===== src/rtl/temp_avg_pkg.sv =====
// rtl/temp_avg_pkg.sv - shared types and helpers for the temperature average readout
package temp_avg_pkg;

    typedef enum logic [1:0] {
        IDLE    = 2'd0,
        COLLECT = 2'd1,
        CAPTURE = 2'd2
    } state_t;

    typedef enum logic {
        DIV_IDLE = 1'b0,
        DIV_RUN  = 1'b1
    } div_state_t;

    // Wide enough to hold a strobe count of 0..n inclusive.
    function automatic int count_width(input longint n);
        return $clog2(n + 1);
    endfunction

endpackage


===== src/rtl/seq_div_const.sv =====
// rtl/seq_div_const.sv - restoring divider by a constant, one quotient bit per cycle
module seq_div_const
    import temp_avg_pkg::*;
#(
    parameter int     SUM_W   = 16,
    parameter longint DIVISOR = 16
) (
    input  logic             clk,
    input  logic             rst_n,
    input  logic             start,
    input  logic [SUM_W-1:0] dividend,
    output logic [SUM_W-1:0] quotient,
    output logic             done,
    output logic             busy
);

    localparam int               ITER_W  = $clog2(SUM_W + 1);
    localparam logic [SUM_W:0]   DIV_EXT = (SUM_W + 1)'(DIVISOR);
    localparam logic [ITER_W-1:0] LAST_IT = ITER_W'(SUM_W - 1);

    div_state_t        state;
    logic [ITER_W-1:0] iter;
    logic [SUM_W-1:0]  rem;
    logic [SUM_W-1:0]  quo;
    logic [SUM_W:0]    trial;
    logic              bit_q;
    logic [SUM_W-1:0]  rem_next;
    logic [SUM_W-1:0]  quo_next;

    // quo doubles as the dividend shift register; quotient bits enter at the bottom.
    always_comb begin
        trial    = {rem, quo[SUM_W-1]};
        bit_q    = (trial >= DIV_EXT);
        rem_next = bit_q ? SUM_W'(trial - DIV_EXT) : trial[SUM_W-1:0];
        quo_next = {quo[SUM_W-2:0], bit_q};
    end

    always_ff @(posedge clk or negedge rst_n) begin
        if (!rst_n) begin
            state <= DIV_IDLE;
            iter  <= '0;
            rem   <= '0;
            quo   <= '0;
        end else begin
            case (state)
                DIV_IDLE: begin
                    if (start) begin
                        quo   <= dividend;
                        rem   <= '0;
                        iter  <= '0;
                        state <= DIV_RUN;
                    end
                end
                DIV_RUN: begin
                    rem  <= rem_next;
                    quo  <= quo_next;
                    iter <= iter + ITER_W'(1);
                    if (iter == LAST_IT) state <= DIV_IDLE;
                end
                default: state <= DIV_IDLE;
            endcase
        end
    end

    // The final quotient is presented during the last iteration so the owner can register it.
    assign busy     = (state == DIV_RUN);
    assign done     = busy && (iter == LAST_IT);
    assign quotient = quo_next;

endmodule


===== src/rtl/temp_avg_readout.sv =====
// rtl/temp_avg_readout.sv - windowed sample capture, divide-by-N and saturating average output
module temp_avg_readout
    import temp_avg_pkg::*;
#(
    parameter int N_SAMPLES = 16,
    parameter int SUM_W     = 16,
    parameter int DATA_W    = 12
) (
    input  logic              clk,
    input  logic              rst,
    input  logic              en_sum,
    input  logic [SUM_W-1:0]  sum_in,
    output logic              clr_req,
    output logic [DATA_W-1:0] avg_out,
    output logic              avg_valid,
    output logic              busy,
    output logic              overrun
);

    localparam int               CNT_W = count_width(N_SAMPLES);
    localparam logic [CNT_W-1:0] LAST  = CNT_W'(N_SAMPLES - 1);

    if (N_SAMPLES < 1 || longint'(N_SAMPLES) > ((64'sd1 <<< SUM_W) - 64'sd1)) begin : g_bad_n
        $error("N_SAMPLES out of range for SUM_W");
    end

    state_t             state, state_next;
    logic [CNT_W-1:0]   count;
    logic               load;
    logic               div_done;
    logic               div_busy;
    logic [SUM_W-1:0]   quotient;
    logic [DATA_W-1:0]  avg_sat;

    seq_div_const #(
        .SUM_W   (SUM_W),
        .DIVISOR (N_SAMPLES)
    ) u_div (
        .clk      (clk),
        .rst_n    (rst),
        .start    (load),
        .dividend (sum_in),
        .quotient (quotient),
        .done     (div_done),
        .busy     (div_busy)
    );

    if (SUM_W > DATA_W) begin : g_sat
        assign avg_sat = (|quotient[SUM_W-1:DATA_W]) ? {DATA_W{1'b1}} : quotient[DATA_W-1:0];
    end else begin : g_nosat
        assign avg_sat = DATA_W'(quotient);
    end

    always_comb begin
        state_next = state;
        clr_req    = 1'b1;
        load       = 1'b0;
        case (state)
            IDLE:    state_next = COLLECT;
            COLLECT: begin
                clr_req = 1'b0;
                if (en_sum && count == LAST) state_next = CAPTURE;
            end
            CAPTURE: begin
                // A window finishing while the divider is busy is dropped, not queued.
                load       = !div_busy;
                state_next = COLLECT;
            end
            default: state_next = IDLE;
        endcase
    end

    always_ff @(posedge clk or negedge rst) begin
        if (!rst) begin
            state     <= IDLE;
            count     <= '0;
            avg_out   <= '0;
            avg_valid <= 1'b0;
            overrun   <= 1'b0;
        end else begin
            state     <= state_next;
            avg_valid <= div_done;
            overrun   <= (state == CAPTURE) && div_busy;
            if (div_done) avg_out <= avg_sat;
            if (state != COLLECT) count <= '0;
            else if (en_sum)      count <= count + CNT_W'(1);
        end
    end

    assign busy = div_busy;

endmodule

===== config.mk =====
export PLATFORM = sky130hd
export DESIGN_NAME = temp_avg_readout
export DESIGN_NICKNAME = d
export VERILOG_FILES = /design/src/rtl/temp_avg_pkg.sv /design/src/rtl/seq_div_const.sv /design/src/rtl/temp_avg_readout.sv
export SDC_FILE = /design/constraint.sdc
export NUM_CORES = 1
export LEC_CHECK = 0
export CORE_ASPECT_RATIO = 0.8
export CORE_MARGIN = 5
export CORE_UTILIZATION = 45
export DETAILED_ROUTE_END_ITERATION = 12
export HOLD_SLACK_MARGIN = 0.03
export PLACE_DENSITY = 0.71
export SLEW_MARGIN = 20
export SYNTH_ARGS = -nofsm -noshare
export SYNTH_HDL_FRONTEND = slang
export SYNTH_SLANG_ARGS = --single-unit

===== constraint.sdc =====
create_clock -name clk -period 2.2 [get_ports clk]
set_input_delay 0.44 -clock clk [delete_from_list [all_inputs] [get_ports clk]]
set_output_delay 0.44 -clock clk [all_outputs]
set_load 0.01 [all_outputs]

==> impl_metrics.csv <==
group,metric,value,unit
status,outcome,"finished, final reports clean",
placed_design,io_buffers,34,
pwr,leakage,1.397,nW
detailed_routing,firstDrtPassIters,4,
layout,fillers,507,
layout,finalNonFillerCells,383,
placed_design,hpwl,3705,µm
clocking,cts_tree,"built",
sta,fin_worst_skew,0.009546,ns
placed_design,globalplace.congestion,0.7414,
global_route,grt_pass1_vias,2008,
yosys,synth_edf_count,0,
yosys,synth_area_leader_cell,"dfrtp_1",
detailed_routing,vias,2015,
yosys,yosysSeqAreaShare,53.96,%
worst_setup_path,cp.required,1.76,ns
job,cap_violations,0,
floorplan,io_pins,35,
sta,slew_viol_final,0,
global_route,grt_usage,16.20,%
yosys,synth.distinct_cells,43,
yosys,synth_top_area_share,53.96,%
worst_setup_path,critPathMaxStageDelay,0.59,ns
worst_setup_path,cp_slowest_cell,"clkdlybuf4s50_1",
sta,rsz0062_at_grt,"no",
clocking,cts_resized,0,
yosys,netlist_top_cells_count,"dfrtp_1 (59), nand2_1 (44), o21ai_0 (21)",
worst_setup_path,critPathArrivalTime,1.57,ns
worst_setup_path,timing.critical_path.buf_inv,1,
pwr,powerDensity,989.2,mW/mm²
clocking,postCtsSetupBuffers,0,
clocking,holdBufCountCts,0,
min_path,hp-class,"primary input to asynchronous set/reset pin",
sta,fin_setup_tns,0,ns
yosys,async_flop_share,100.0,%
worst_setup_path,cp_top_family,"buffers and inverters",
floorplan,coreArea,0.005912,mm²
layout,antenna_cells,0,
global_route,grt_pass1_wl,9777,µm
worst_setup_path,crit_path_end_kind,"output port",
floorplan,die-area,0.007750,mm²
clocking,insertion_delay,0.34,ns
yosys,synth_area,0.002736,mm²
worst_setup_path,cp_cell_sequence,"nand2b_1 > clkdlybuf4s50_1",
yosys,yosys_warnings,0,
detailed_routing,drc,0,
detailed_routing,drt-total-wl,5723,µm
sta,relSlewSlack,54.87,%
layout,layout-drive-gt1-share,10.60,%
pwr,ir_drop,0.0005142,V
yosys,synth_flop_cell,"dfrtp_1",
yosys,synth.most_common_cell,"dfrtp_1",
layout,area_delta_synth_final,23.69,%
clocking,clockRootBuffer,"clkbuf_8",
clocking,clk_path_buf_depth,2,
sta,worst_pin_slew,0.6770,ns
clocking,cts_max_level,3,
worst_setup_path,cp-start-kind,"register",
clocking,numCtsBuffers,9,
worst_setup_path,path_max_fanout,7,
placed_design,dp.cells,367,
clocking,cts.sinks,59,
detailed_routing,dr.first_iter.drc_count,72,
detailed_routing,vias_per_cell,5.261,
sta,finalHoldViolCount,0,
layout,nNetsFinal,322,
worst_setup_path,path_class,"register to output port",
yosys,syn_avg_cell_area,10.44,µm²
global_route,grt_overflow,0,
yosys,ys_seq_elements,59,
floorplan,die_y,79.75,µm
sta,min_period_over_period,91.54,%
yosys,synth_cells,262,
floorplan,initial_utilization,46.29,%
sta,report.final.setup_viol,0,
floorplan,core.rowCount,25,
detailed_routing,ant_nets,0,
sta,fmax,496.5,MHz
yosys,syn_nets,287,
floorplan,fp.dieW,97.19,µm
global_route,grt_max_degree,60,
global_route,antenna_found_initial,0,
sta,finalCriticalPeriod,2.014,ns
detailed_routing,wl_per_cell,14.94,µm
clocking,path_clk_slew,0.06,ns
yosys,synth.area.top_cells,"dfrtp_1 (54%), mux2i_1 (6.2%), nand2_1 (6.0%)",
==> final cells by class <==
cell class | instances | area (µm²) | share of cell area [%]
inverter | 5 | 18.77 | 0.5545
clock buffer | 12 | 165.2 | 4.880
timing repair buffer | 40 | 392.9 | 11.61
multi-input combinational | 182 | 1182 | 34.94
clock inverter | 4 | 47.55 | 1.405
tap | 81 | 101.3 | 2.994
sequential | 59 | 1476 | 43.62
==> report_power, final <==
part / total (mW) / switching [mW] / internal, mW / leakage (nW)
sequential: 1.53 / 0.213 / 1.31 / 0.727
combinational: 0.780 / 0.395 / 0.385 / 0.561
clock: 1.04 / 0.430 / 0.612 / 0.108
total: 3.35 / 1.04 / 2.31 / 1.40
==> path summary, 6_finish.rpt <==
| kind | start | endpoint | slack (ns) | depth (start not counted) |
|---|---|---|---|---|
| max in group asynchronous | rst | u_div.rem[13]$_DFFE_PN0P_ | 1.84 | 2 |
| setup / recovery | state[1]$_DFFE_PN0P_ | clr_req | 0.19 | 2 |
| hold / removal | rst | count[2]$_DFFE_PN0P_ | 0.1 | 2 |
| setup reg to reg | u_div.rem[4]$_DFFE_PN0P_ | u_div.rem[6]$_DFFE_PN0P_ | 0.31 | 6 |
| hold reg to reg | avg_out[4]$_DFFE_PN0P_ | avg_out[4]$_DFFE_PN0P_ | 0.51 | 1 |
| min in group clk | avg_out[4]$_DFFE_PN0P_ | avg_out[4]$_DFFE_PN0P_ | 0.51 | 1 |
==> sequential cells by signal, indices dropped and copies added, names as in the netlist <==
register and count:
avg_out 12, avg_valid 1, count 5, overrun 1, state 2, u_div.busy 1, u_div.iter 5, u_div.quo 16
u_div.rem 16
==> cell usage in the layout, fill, tap and decap left out, drive strengths merged, types with 4 or more instances in the layout <==
cell	count
nand3	6
xnor2	6
clkdlybuf4s50	33
o22a	12
o21ai	31
mux2i	17
inv	4
a21oi	7
dfrtp	59
clkbuf	12
buf	7
nor2	13
nand2	44
ha	6
==> through the flow <==
stage | setup WS (ns) | hold slack (ns) | power [mW] | cell area (µm²) | util (%)
after floorplan | 0.3891 | 0.1444 | 2.093 | 2736 | -
after global placement | 0.3716 | 0.4699 | 2.297 | 3172 | 53.65
after detailed placement | 0.3648 | 0.4723 | 2.323 | 3172 | 53.65
after CTS | 0.1603 | 0.09759 | 3.383 | 3385 | 57.25
after global routing | 0.09366 | 0.09860 | 3.576 | 3385 | 57.25
final | 0.1861 | 0.09738 | 3.348 | 3385 | 57.25
==> routing by layer <==
metal | part of all wire [%] | GRT usage (%)
met1 | 48 | 20.91
met2 | 45 | 25.00
met3 | 5.7 | 7.162
met4 | 0.96 | 4.208
met5 | 0 | 0
==> cell families after synthesis <==
group / Yosys count / share of synthesized area, %
adder cells (fa/ha/maj): 6 / 2.743
multiplexers: 17 / 6.218
flip-flops: 59 / 53.96
AND/OR/NAND/NOR: 85 / 16.19
AO/OA/AOI/OAI: 65 / 15.09
XOR/XNOR: 9 / 2.881
buffers and inverters: 21 / 2.926
==> worst register-to-register path, cell delays in order (launching register included) <==
cell and delay [ns]:
dfrtp_1 0.37, inv_1 0.09, ha_1 0.19, a21oi_1 0.47
nand4b_1 0.33, nand4b_1 0.20, o211ai_1 0.10
(Power assumes the default switching activity.)
